## config.mk

```make
export PLATFORM = sky130hd
export DESIGN_NAME = mc_control_fsm
export DESIGN_NICKNAME = d
export VERILOG_FILES = /design/src/rtl/mc_control_fsm.sv
export SDC_FILE = /design/constraint.sdc
export NUM_CORES = 1
export LEC_CHECK = 0
export ABC_CLOCK_PERIOD_IN_PS = 1710
export BUFFER_PORTS_ARGS = -buffer_cell sky130_fd_sc_hd__buf_4
export CAP_MARGIN = 20
export CORE_UTILIZATION = 40
export CTS_CLUSTER_DIAMETER = 40
export DETAILED_ROUTE_END_ITERATION = 6
export HOLD_SLACK_MARGIN = 0.02
export PLACE_DENSITY = 0.89
export SLEW_MARGIN = 20
export SYNTH_ARGS = -nofsm -noshare
export SYNTH_HDL_FRONTEND = slang
export SYNTH_SLANG_ARGS = --single-unit
```

## constraint.sdc

```tcl
create_clock -name clk -period 1.71 [get_ports clk]
set_input_delay 0.171 -clock clk [delete_from_list [all_inputs] [get_ports clk]]
set_output_delay 0.171 -clock clk [all_outputs]
set_load 0.05 [all_outputs]
```

## src/rtl/mc_control_fsm.sv

```systemverilog
// Moore control FSM for the multi-cycle MIPS core: sequences ALU, memory, PC, IR and register file.
// Optional addi support: define MULTI_CYCLE_CTRL_ADDI_EN to add the ADDIEX/ADDIWB states.
module mc_control_fsm (
    input  logic       clk,
    input  logic       reset,
    input  logic [5:0] op,
    input  logic [5:0] funct,
    input  logic       zero,
    output logic       pc_en,
    output logic       pc_write,
    output logic       branch,
    output logic       iord,
    output logic       mem_write,
    output logic       ir_write,
    output logic       mem_to_reg,
    output logic       reg_dst,
    output logic       reg_write,
    output logic       alu_src_a,
    output logic [1:0] alu_src_b,
    output logic [1:0] pc_src,
    output logic [2:0] alu_control,
    output logic       instr_done,
    output logic       illegal_op,
    output logic [3:0] state
);

    typedef enum logic [3:0] {
        S_FETCH  = 4'd0,
        S_DECODE = 4'd1,
        S_MEMADR = 4'd2,
        S_MEMRD  = 4'd3,
        S_MEMWB  = 4'd4,
        S_MEMWR  = 4'd5,
        S_RTEX   = 4'd6,
        S_RTWB   = 4'd7,
        S_BEQEX  = 4'd8,
        S_ADDIEX = 4'd9,
        S_ADDIWB = 4'd10,
        S_JEX    = 4'd11
    } state_e;

    localparam logic [5:0] OP_RTYPE = 6'b000000;
    localparam logic [5:0] OP_LW    = 6'b100011;
    localparam logic [5:0] OP_SW    = 6'b101011;
    localparam logic [5:0] OP_BEQ   = 6'b000100;
    localparam logic [5:0] OP_ADDI  = 6'b001000;
    localparam logic [5:0] OP_J     = 6'b000010;

    state_e     state_q, state_d;
    logic [1:0] alu_op;
    logic       pc_write_s, ir_write_s, mem_write_s, reg_write_s, done_s, illegal_s;

    always_ff @(posedge clk) begin
        if (reset) state_q <= S_FETCH;
        else       state_q <= state_d;
    end

    always_comb begin
        state_d     = S_FETCH;
        pc_write_s  = 1'b0;
        ir_write_s  = 1'b0;
        mem_write_s = 1'b0;
        reg_write_s = 1'b0;
        done_s      = 1'b0;
        illegal_s   = 1'b0;
        branch      = 1'b0;
        iord        = 1'b0;
        mem_to_reg  = 1'b0;
        reg_dst     = 1'b0;
        alu_src_a   = 1'b0;
        alu_src_b   = 2'b00;
        pc_src      = 2'b00;
        alu_op      = 2'b00;
        case (state_q)
            S_FETCH: begin
                state_d    = S_DECODE;
                ir_write_s = 1'b1;
                pc_write_s = 1'b1;
                alu_src_b  = 2'b01;
            end
            S_DECODE: begin
                alu_src_b = 2'b11;
                case (op)
                    OP_LW, OP_SW: state_d = S_MEMADR;
                    OP_RTYPE:     state_d = S_RTEX;
                    OP_BEQ:       state_d = S_BEQEX;
                    OP_J:         state_d = S_JEX;
`ifdef MULTI_CYCLE_CTRL_ADDI_EN
                    OP_ADDI:      state_d = S_ADDIEX;
`endif
                    default: begin
                        state_d   = S_FETCH;
                        illegal_s = 1'b1;
                        done_s    = 1'b1;
                    end
                endcase
            end
            S_MEMADR: begin
                alu_src_a = 1'b1;
                alu_src_b = 2'b10;
                if (op == OP_LW)      state_d = S_MEMRD;
                else if (op == OP_SW) state_d = S_MEMWR;
                else                  state_d = S_FETCH;
            end
            S_MEMRD: begin
                state_d = S_MEMWB;
                iord    = 1'b1;
            end
            S_MEMWB: begin
                reg_write_s = 1'b1;
                mem_to_reg  = 1'b1;
                done_s      = 1'b1;
            end
            S_MEMWR: begin
                iord        = 1'b1;
                mem_write_s = 1'b1;
                done_s      = 1'b1;
            end
            S_RTEX: begin
                state_d   = S_RTWB;
                alu_src_a = 1'b1;
                alu_op    = 2'b10;
            end
            S_RTWB: begin
                reg_write_s = 1'b1;
                reg_dst     = 1'b1;
                done_s      = 1'b1;
            end
            S_BEQEX: begin
                alu_src_a = 1'b1;
                alu_op    = 2'b01;
                branch    = 1'b1;
                pc_src    = 2'b01;
                done_s    = 1'b1;
            end
`ifdef MULTI_CYCLE_CTRL_ADDI_EN
            S_ADDIEX: begin
                state_d   = S_ADDIWB;
                alu_src_a = 1'b1;
                alu_src_b = 2'b10;
            end
            S_ADDIWB: begin
                reg_write_s = 1'b1;
                done_s      = 1'b1;
            end
`endif
            S_JEX: begin
                pc_write_s = 1'b1;
                pc_src     = 2'b10;
                done_s     = 1'b1;
            end
            default: state_d = S_FETCH;
        endcase
    end

    always_comb begin
        alu_control = 3'b010;
        case (alu_op)
            2'b00: alu_control = 3'b010;
            2'b01: alu_control = 3'b110;
            default: begin
                case (funct)
                    6'b100000: alu_control = 3'b010;
                    6'b100010: alu_control = 3'b110;
                    6'b100100: alu_control = 3'b000;
                    6'b100101: alu_control = 3'b001;
                    6'b101010: alu_control = 3'b111;
                    default:   alu_control = 3'b010;
                endcase
            end
        endcase
    end

    // Reset masks every write enable so an abandoned instruction cannot commit anything.
    assign pc_write   = pc_write_s & ~reset;
    assign pc_en      = (pc_write_s | (branch & zero)) & ~reset;
    assign ir_write   = ir_write_s & ~reset;
    assign mem_write  = mem_write_s & ~reset;
    assign reg_write  = reg_write_s & ~reset;
    assign instr_done = done_s & ~reset;
    assign illegal_op = illegal_s & ~reset;
    assign state      = state_q;

endmodule

```

==> reports/qor.csv, run 1 <==
stage,metric,value,unit
detailed_routing,initial detailed-routing violation count,21,
clock_network,clk buf depth,2,
sta,Fin Hold WS,0.1220,ns
yosys,synthesized area per cell,6.554,um2
floorplanning,Die X,39.10,um
clock_network,Clock Sinks,4,
placement,routability-driven placement congestion ratio,0.9020,
detailed_routing,Residual DRC,0,
worst_setup_path,WP data arrival,1.68,ns
yosys,Yosys Warn Count,0,
yosys,asr flop ratio synth,0,
worst_setup_path,"critical path, cell by cell",nand2b_1 > or4_4 > o22ai_4 > buf_6,
clock_network,clk root buf,clkbuf_4,
sta,Slew Limit Headroom,0.7556,
worst_setup_path,critical path's slowest cell,or4_4,
sta,clk_skew,0.01139,ns
power_and_ir_drop,Power Dens Cells,394.7,nW/um2
power_and_ir_drop,leak pwr,0.4807,nW
power_and_ir_drop,Max VDD drop,0.3572,mV
layout,P&R area growth vs syn,98.18,%
layout,share of layout cells above drive strength 1,0.6000,
worst_setup_path,"Buf+Inv Stages, Crit Path",1,
yosys,"Seq/Total Area, Yosys",0.1455,
layout,ANT cells,0,
detailed_routing,drt first pass iters,4,
power_and_ir_drop,Net Sw Frac,0.4039,
detailed_routing,Final ANT Viol Nets,0,
power_and_ir_drop,clock power share,0.310,
sta,final hold violation count,0,
grt,total global routing overflow,0,
yosys,#FFs+latches synth,4,
floorplanning,Die Y,39.10,um
clock_network,TritonCTS buffer count,3,
worst_setup_path,Top delay family on crit path,simple AND/OR/NAND/NOR gates,
detailed_routing,final wirelength,2244,um
hold_path,worst min path class,input pin to flip-flop,
grt,GR Util All Layers,0.2952,
clock_network,"CTS clk-pin slew, worst paths",0.05,ns
sta,slack of the critical path,-0.1403,ns
worst_setup_path,Crit Path Category,flip-flop to output port,
layout,register area,92.59,um2
outcome,status,"complete, but fails checks",
layout,post-layout util,0.8491,
layout,Filler cells,84,
worst_setup_path,crit end category,output port,
floorplanning,Initial Utilization,0.4284,
floorplanning,Die ar.,1529,um2
power_and_ir_drop,Reg power frac,0.221,
yosys,leading cell type by number of instances after synthesis,nor2_1,
yosys,Mapped Nets,99,
yosys,Post-synth EDFFs,0,
detailed_routing,Via density,5.966,
grt,initial antenna violation count,0,
clock_network,H-Tree Depth,1,
grt,largest net degree at the start of global routing,13,
yosys,Synth Instances,84,
worst_setup_path,CP max stage delay,0.50,ns
yosys,Synth area leader,dfxtp_1,
yosys,Yosys cell types,38,
sta,final number of setup-violating endpoints,5,
placement,port bufs,37,
yosys,top-area cell type share of the netlist area,0.1455,
outcome,failing checks,setup timing,
grt,wire length of the first global-routing pass,2946,um
power_and_ir_drop,NetSw,0.0001739,W
worst_setup_path,"Req. time, crit path",1.54,ns
clock_network,insertion delay to the later sink of the worst-skew pair,0.26,ns
sta,Setup TNS,-0.5165,ns
layout,multi-input logic area,540.5,um2
floorplanning,area of the core,1285,um2
yosys,top area cells in the synthesized netlist,"dfxtp_1, nor2_1, a21oi_1",
layout,number of flip-flops in the largest register,4,
power_and_ir_drop,Comb pwr share,0.469,
yosys,Main synth FF type,dfxtp_1,
layout,layout net count,147,
sta,Worst-Margin Slew,0.3638,ns
sta,RSZ-0062 raised after global routing,yes,
grt,vias in the first global route,722,
sta,post-layout min period,1.850,ns
sta,fin. max-slew vios,0,
floorplanning,number of I/O pins,38,
placement,hpwl dp,1546,um
run,Max Cap Viol,0,
detailed_routing,wire per inst,15.48,um
yosys,"top cells by count, synth","nor2_1, a21oi_1, nand2_1",
clock_network,CTS tree,yes,
yosys,Netlist Area Pre-Place,550.5,um2
worst_setup_path,crit-path max FO,7,
worst_setup_path,Worst Setup Start Kind,flip-flop,
floorplanning,row count,13,
detailed_routing,via count,865,
power_and_ir_drop,Internal,0.0002568,W
sta,f_max,540.5,MHz
sta,crit share post-route,1.082,
power by group through the flow:
stage	Combinational, W	Clock [W]	Sequential, W
after CTS	0.000198	0.000131	0.0000952
after detailed placement	0.000190	0	0.0000991
after global placement	0.000184	0	0.0000986
after global routing	0.000211	0.000138	0.0000956
final	0.000202	0.000133	0.0000953
after floorplan	0.000114	0	0.000106
metal layers:
metal | vias up | routed length [um] | track usage
met5 | - | 0 | 0
met4 | 0 | 72 | 0.1983
met3 | 10 | 190 | 0.05780
met2 | 59 | 1247 | 0.5708
met1 | 397 | 733 | 0.2680
li1 | 399 | - | -
cell usage in the layout, fill, tap and decap left out, types with 2 or more instances in the layout:
| cell type | n |
|---|---|
| nor3_1 | 2 |
| and3_1 | 2 |
| nand3_1 | 2 |
| nand2b_1 | 2 |
| nor4_1 | 2 |
| nor2_1 | 9 |
| buf_4 | 43 |
| inv_1 | 3 |
| dfxtp_4 | 3 |
| a21oi_1 | 7 |
| buf_6 | 6 |
| nand2_1 | 7 |
| a31oi_1 | 2 |
| a211oi_4 | 2 |
| nor3_2 | 3 |
| nor2_4 | 2 |
| clkbuf_4 | 3 |
| xnor2_1 | 2 |
through the flow:
| step | total power [W] | instances | cell area, um2 | worst slack (ns) |
|---|---|---|---|---|
| 2_1_floorplan | 0.0002200 | 84 | 676.9 | -0.1534 |
| 3_3_place_gp | 0.0002829 | 138 | 996.0 | 0.1033 |
| 3_5_place_dp | 0.0002887 | 138 | 996.0 | 0.07020 |
| 4_1_cts | 0.0004239 | 143 | 1064 | -0.1201 |
| 5_1_grt | 0.0004451 | 145 | 1091 | -0.1663 |
| 6_report | 0.0004307 | 145 | 1091 | -0.1403 |
logic make-up (layout without fill, tap and decap cells):
kind of cell | count (synthesis) | count (layout) | synth area share
compound gates | 20 | 20 | 0.2318
xor+xnor | 3 | 3 | 0.04774
buf+inv | 10 | 56 | 0.07956
flops | 4 | 4 | 0.1455
simple gates | 47 | 47 | 0.4955
final timing paths:
path	start	end	slack (ns)	depth (start not counted)
setup reg to reg	state[0]	state[2]	0.15	6
hold / removal	op[4]	state[3]	0.12	2
setup / recovery	state[1]	instr_done	-0.14	4
hold reg to reg	state[2]	state[3]	0.63	2
cell type report:
| cell class | instances | share of cell area |
|---|---|---|
| Tap cell | 15 | 0.01720 |
| Sequential cell | 4 | 0.08486 |
| Multi-Input combinational cell | 70 | 0.4954 |
| Inverter | 3 | 0.01032 |
| Clock buffer | 3 | 0.02064 |
| Timing Repair Buffer | 50 | 0.3716 |
what timing repair did:
item,4_1_cts,5_1_grt
buffers inserted,2,2
hold buffers,0,0
endpoints found under the setup margin,5,6
hold endpoints to repair,0,0
pin swaps,1,0
resized for setup,8,4
Power figures use the tool's default switching activity.
==> inputs of run 2 (changes only) <==
Settings changed: SKIP_CTS_REPAIR_TIMING from default to 1.
==> reports/qor.csv, run 2 (synthesis results as in run 1) <==
stage,metric,value,unit
layout,number of flip-flops in the largest register,4,
sta,Fin Hold WS,0.1211,ns
sta,fin. max-slew vios,0,
floorplanning,Die Y,39.10,um
clock_network,H-Tree Depth,1,
grt,wire length of the first global-routing pass,2718,um
clock_network,TritonCTS buffer count,3,
sta,final number of setup-violating endpoints,5,
clock_network,"CTS clk-pin slew, worst paths",0.05,ns
layout,"most common cell after layout, fill and taps aside",buf_4,
sta,post-layout min period,1.845,ns
sta,slack of the critical path,-0.1348,ns
layout,ANT cells,0,
worst_setup_path,Top delay family on crit path,simple AND/OR/NAND/NOR gates,
detailed_routing,initial detailed-routing violation count,15,
layout,P&R area growth vs syn,88.41,%
hold_path,worst min path class,input pin to flip-flop,
detailed_routing,Residual DRC,0,
clock_network,Clock Sinks,4,
sta,Slew Limit Headroom,0.7584,
sta,clk_skew,0.01018,ns
worst_setup_path,crit end category,output port,
floorplanning,Die ar.,1529,um2
clock_network,CTS tree,yes,
grt,vias in the first global route,674,
grt,GR Util All Layers,0.2702,
worst_setup_path,"Req. time, crit path",1.54,ns
outcome,status,"complete, but fails checks",
worst_setup_path,Worst Setup Start Kind,flip-flop,
worst_setup_path,crit-path max FO,6,
worst_setup_path,CP max stage delay,0.54,ns
detailed_routing,Via density,5.879,
worst_setup_path,"Buf+Inv Stages, Crit Path",1,
floorplanning,Initial Utilization,0.4284,
floorplanning,row count,13,
placement,hpwl dp,1546,um
placement,pre-CTS setup slack,0.07020,ns
clock_network,clk root buf,clkbuf_4,
clock_network,insertion delay to the later sink of the worst-skew pair,0.25,ns
worst_setup_path,"critical path, cell by cell",nand2b_4 > or4b_4 > or2_4 > buf_6,
detailed_routing,final wirelength,1950,um
layout,most frequent cells in the layout,"buf_4, nor2_1, nand2_1, a21oi_1, buf_6",
floorplanning,area of the core,1285,um2
sta,crit share post-route,1.079,
grt,initial antenna violation count,0,
detailed_routing,Final ANT Viol Nets,0,
power_and_ir_drop,Power Dens Cells,406.5,nW/um2
sta,final hold violation count,0,
detailed_routing,wire per inst,13.83,um
floorplanning,Die X,39.10,um
layout,Filler cells,99,
detailed_routing,via count,829,
power_and_ir_drop,leak pwr,0.4561,nW
worst_setup_path,critical path's slowest cell,or4b_4,
outcome,failing checks,setup timing,
grt,largest net degree at the start of global routing,13,
worst_setup_path,WP data arrival,1.67,ns
placement,port bufs,37,
worst_setup_path,Crit Path Category,flip-flop to output port,
floorplanning,number of I/O pins,38,
sta,Worst-Margin Slew,0.3597,ns
detailed_routing,drt first pass iters,4,
clock_network,clk buf depth,2,
layout,layout net count,143,
grt,total global routing overflow,0,
sta,f_max,542.1,MHz
power_and_ir_drop,Total Power,0.0004216,W
run,Max Cap Viol,0,
layout,share of layout cells above drive strength 1,0.5794,
power_and_ir_drop,Max VDD drop,0.3545,mV
placement,routability-driven placement congestion ratio,0.9020,
sta,RSZ-0062 raised after global routing,yes,
[run 2: cell types whose count changed in the layout (fill, tap and decap cells not counted), sizes merged]
cell  before  now
buf       50   46
[run 2: metal layers]
layer	global-route usage	wire (um)	up-vias
li1	-	-	392
met2	0.5083	1079	41
met5	0	0	-
met3	0.05780	150	8
met1	0.2509	668	388
met4	0.1897	53	0
[run 2: area by class of cell]
| cell class | count | area, um2 | share of cell area |
|---|---|---|---|
| tap | 15 | 18.77 | 0.01809 |
| sequential | 4 | 90.09 | 0.08685 |
| clock buffer | 3 | 22.52 | 0.02171 |
| timing repair buffer | 46 | 364.1 | 0.3510 |
| multi-input combinational | 70 | 530.5 | 0.5115 |
| inverter | 3 | 11.26 | 0.01086 |
[run 2: power breakdown]
part	switching, W	total (W)	internal, W
registers	0.00000406	0.0000975	0.0000934
logic	0.000112	0.000192	0.0000805
clock network	0.0000524	0.000132	0.0000794
total	0.000168	0.000422	0.000253
[run 2: per-stage QoR]
stage / cell area (um2) / setup TNS (ns) / utilization / std cells
floorplan: 676.9 / -0.3277 / - / 84
global placement: 996.0 / 0 / 0.7751 / 138
detailed placement: 996.0 / 0 / 0.7751 / 138
CTS: 1018 / -0.5164 / 0.7926 / 141
global route: 1037 / -0.6046 / 0.8072 / 141
finish: 1037 / -0.3850 / 0.8072 / 141
[run 2: path summary, 6_finish.rpt]
| kind | cells after the start | startpoint | endpoint | slack (ns) |
|---|---|---|---|---|
| min | 2 | op[4] | state[3] | 0.12 |
| min reg2reg | 2 | state[2] | state[1] | 0.56 |
| max | 4 | state[0] | alu_control[1] | -0.13 |
| max reg2reg | 5 | state[0] | state[2] | 0.23 |
==> inputs of run 3 (changes only) <==
==> constraint.sdc (replaced) <==
create_clock -name clk -period 1.71 [get_ports clk]
set_input_delay 0.2565 -clock clk [delete_from_list [all_inputs] [get_ports clk]]
set_output_delay 0.2565 -clock clk [all_outputs]
set_load 0.05 [all_outputs]
==> reports/qor.csv, run 3 (synthesis results as in run 1) <==
stage,metric,value,unit
placement,routability-driven placement congestion ratio,0.8524,
sta,slack of the critical path,-0.2752,ns
power_and_ir_drop,leak pwr,0.5305,nW
placement,port bufs,37,
sta,post-layout min period,1.985,ns
layout,ANT cells,0,
clock_network,"CTS clk-pin slew, worst paths",0.04,ns
clock_network,H-Tree Depth,1,
layout,Post-Layout Cell Count,153,
worst_setup_path,"Req. time, crit path",1.45,ns
clock_network,insertion delay to the later sink of the worst-skew pair,0.25,ns
power_and_ir_drop,Max VDD drop,0.3685,mV
detailed_routing,final wirelength,3242,um
sta,Slew Limit Headroom,0.7227,
layout,Finished Cell Area,1224,um2
placement,Post-DP Area,1095,um2
grt,total global routing overflow,0,
sta,Setup TNS,-1.178,ns
sta,fin. max-slew vios,0,
detailed_routing,Residual DRC,0,
layout,most frequent cells in the layout,"buf_4, buf_6, nor2_1, a21oi_1, nand2_1",
placement,cell total after placement,146,
layout,share of layout cells above drive strength 1,0.6667,
worst_setup_path,WP data arrival,1.73,ns
sta,final hold violation count,0,
detailed_routing,via count,1001,
grt,GR Util All Layers,0.3345,
layout,number of flip-flops in the largest register,4,
sta,f_max,503.7,MHz
outcome,failing checks,setup timing,
floorplanning,Initial Utilization,0.4284,
grt,vias in the first global route,818,
worst_setup_path,crit end category,output port,
worst_setup_path,crit-path max FO,4,
grt,wire length of the first global-routing pass,3443,um
run,Max Cap Viol,0,
detailed_routing,drt first pass iters,5,
floorplanning,Die X,39.10,um
sta,RSZ-0062 raised after global routing,yes,
layout,"most common cell after layout, fill and taps aside",buf_4,
sta,clk_skew,0.005354,ns
clock_network,TritonCTS buffer count,3,
sta,crit share post-route,1.161,
floorplanning,area of the core,1285,um2
floorplanning,Die ar.,1529,um2
layout,post-layout util,0.9523,
placement,hpwl dp,1655,um
clock_network,clk root buf,clkbuf_4,
worst_setup_path,Worst Setup Start Kind,flip-flop,
outcome,status,"complete, but fails checks",
hold_path,worst min path class,input pin to flip-flop,
layout,layout net count,155,
detailed_routing,Final ANT Viol Nets,0,
detailed_routing,initial detailed-routing violation count,74,
worst_setup_path,Crit Path Category,flip-flop to output port,
sta,final number of setup-violating endpoints,7,
sta,Worst-Margin Slew,0.4127,ns
clock_network,CTS tree,yes,
power_and_ir_drop,Power Dens Cells,375.0,nW/um2
clock_network,Clock Sinks,4,
grt,initial antenna violation count,0,
floorplanning,row count,13,
floorplanning,Die Y,39.10,um
floorplanning,number of I/O pins,38,
grt,largest net degree at the start of global routing,16,
clock_network,clk buf depth,2,
detailed_routing,Via density,6.542,
detailed_routing,wire per inst,21.19,um
layout,P&R area growth vs syn,122.3,%
## run 3: changes by cell type in the layout (fill, tap and decap cells not counted), moves of 2 or more
cell | before | now
nand2_1 | 7 | 5
nand2b_1 | 2 | 0
nand2_2 | 0 | 2
nand2b_4 | 1 | 3
nor2_4 | 1 | 3
dfxtp_4 | 2 | 4
buf_6 | 5 | 11
dfxtp_2 | 2 | 0
buf_4 | 41 | 46
## run 3: worst paths after layout
kind,from,end,cells after the start,slack [ns]
min,op[4],state[3],2,0.20
max reg2reg,state[2],state[2],5,0.21
min reg2reg,state[2],state[3],2,0.63
max,state[0],alu_control[2],5,-0.28
## run 3: worst max-delay path: stages (launching register included)
cell and delay (ns):
dfxtp_4 0.36, nand2b_4 0.15, or4b_4 0.53, buf_4 0.16, o21bai_4 0.11, buf_6 0.17
## run 3: area by class of cell
type | instances | area [um2]
Tap cell | 15 | 18.77
Clock buffer | 3 | 22.52
Fill cell | 34 | 61.31
Sequential cell | 4 | 95.09
Multi-Input combinational cell | 70 | 589.3
Inverter | 3 | 13.76
Timing Repair Buffer | 58 | 484.2
## run 3: power by group
group | switching, W | leakage (nW) | internal (W)
logic | 0.000134 | 0.481 | 0.0000984
registers | 0.00000416 | 0.0355 | 0.0000915
clock network | 0.0000512 | 0.0138 | 0.0000793
total | 0.000190 | 0.530 | 0.000269
## run 3: per-stage QoR
stage | total power, W | hold slack, ns | setup WS, ns
2_1_floorplan | 0.0002235 | 0.3181 | -0.09520
3_3_place_gp | 0.0002965 | 0.4547 | -0.02396
3_5_place_dp | 0.0003028 | 0.4564 | -0.09325
4_1_cts | 0.0004299 | 0.2007 | -0.2889
5_1_grt | 0.0004744 | 0.1957 | -0.3087
6_report | 0.0004589 | 0.1976 | -0.2752
## run 3: metal layers
| layer | GRT usage | vias up | part of all wire |
|---|---|---|---|
| met5 | 0 | - | 0 |
| met4 | 0.1379 | 0 | 0.078 |
| met3 | 0.08092 | 37 | 0.10 |
| met2 | 0.6125 | 100 | 0.48 |
| met1 | 0.3576 | 449 | 0.33 |
| li1 | - | 415 | - |
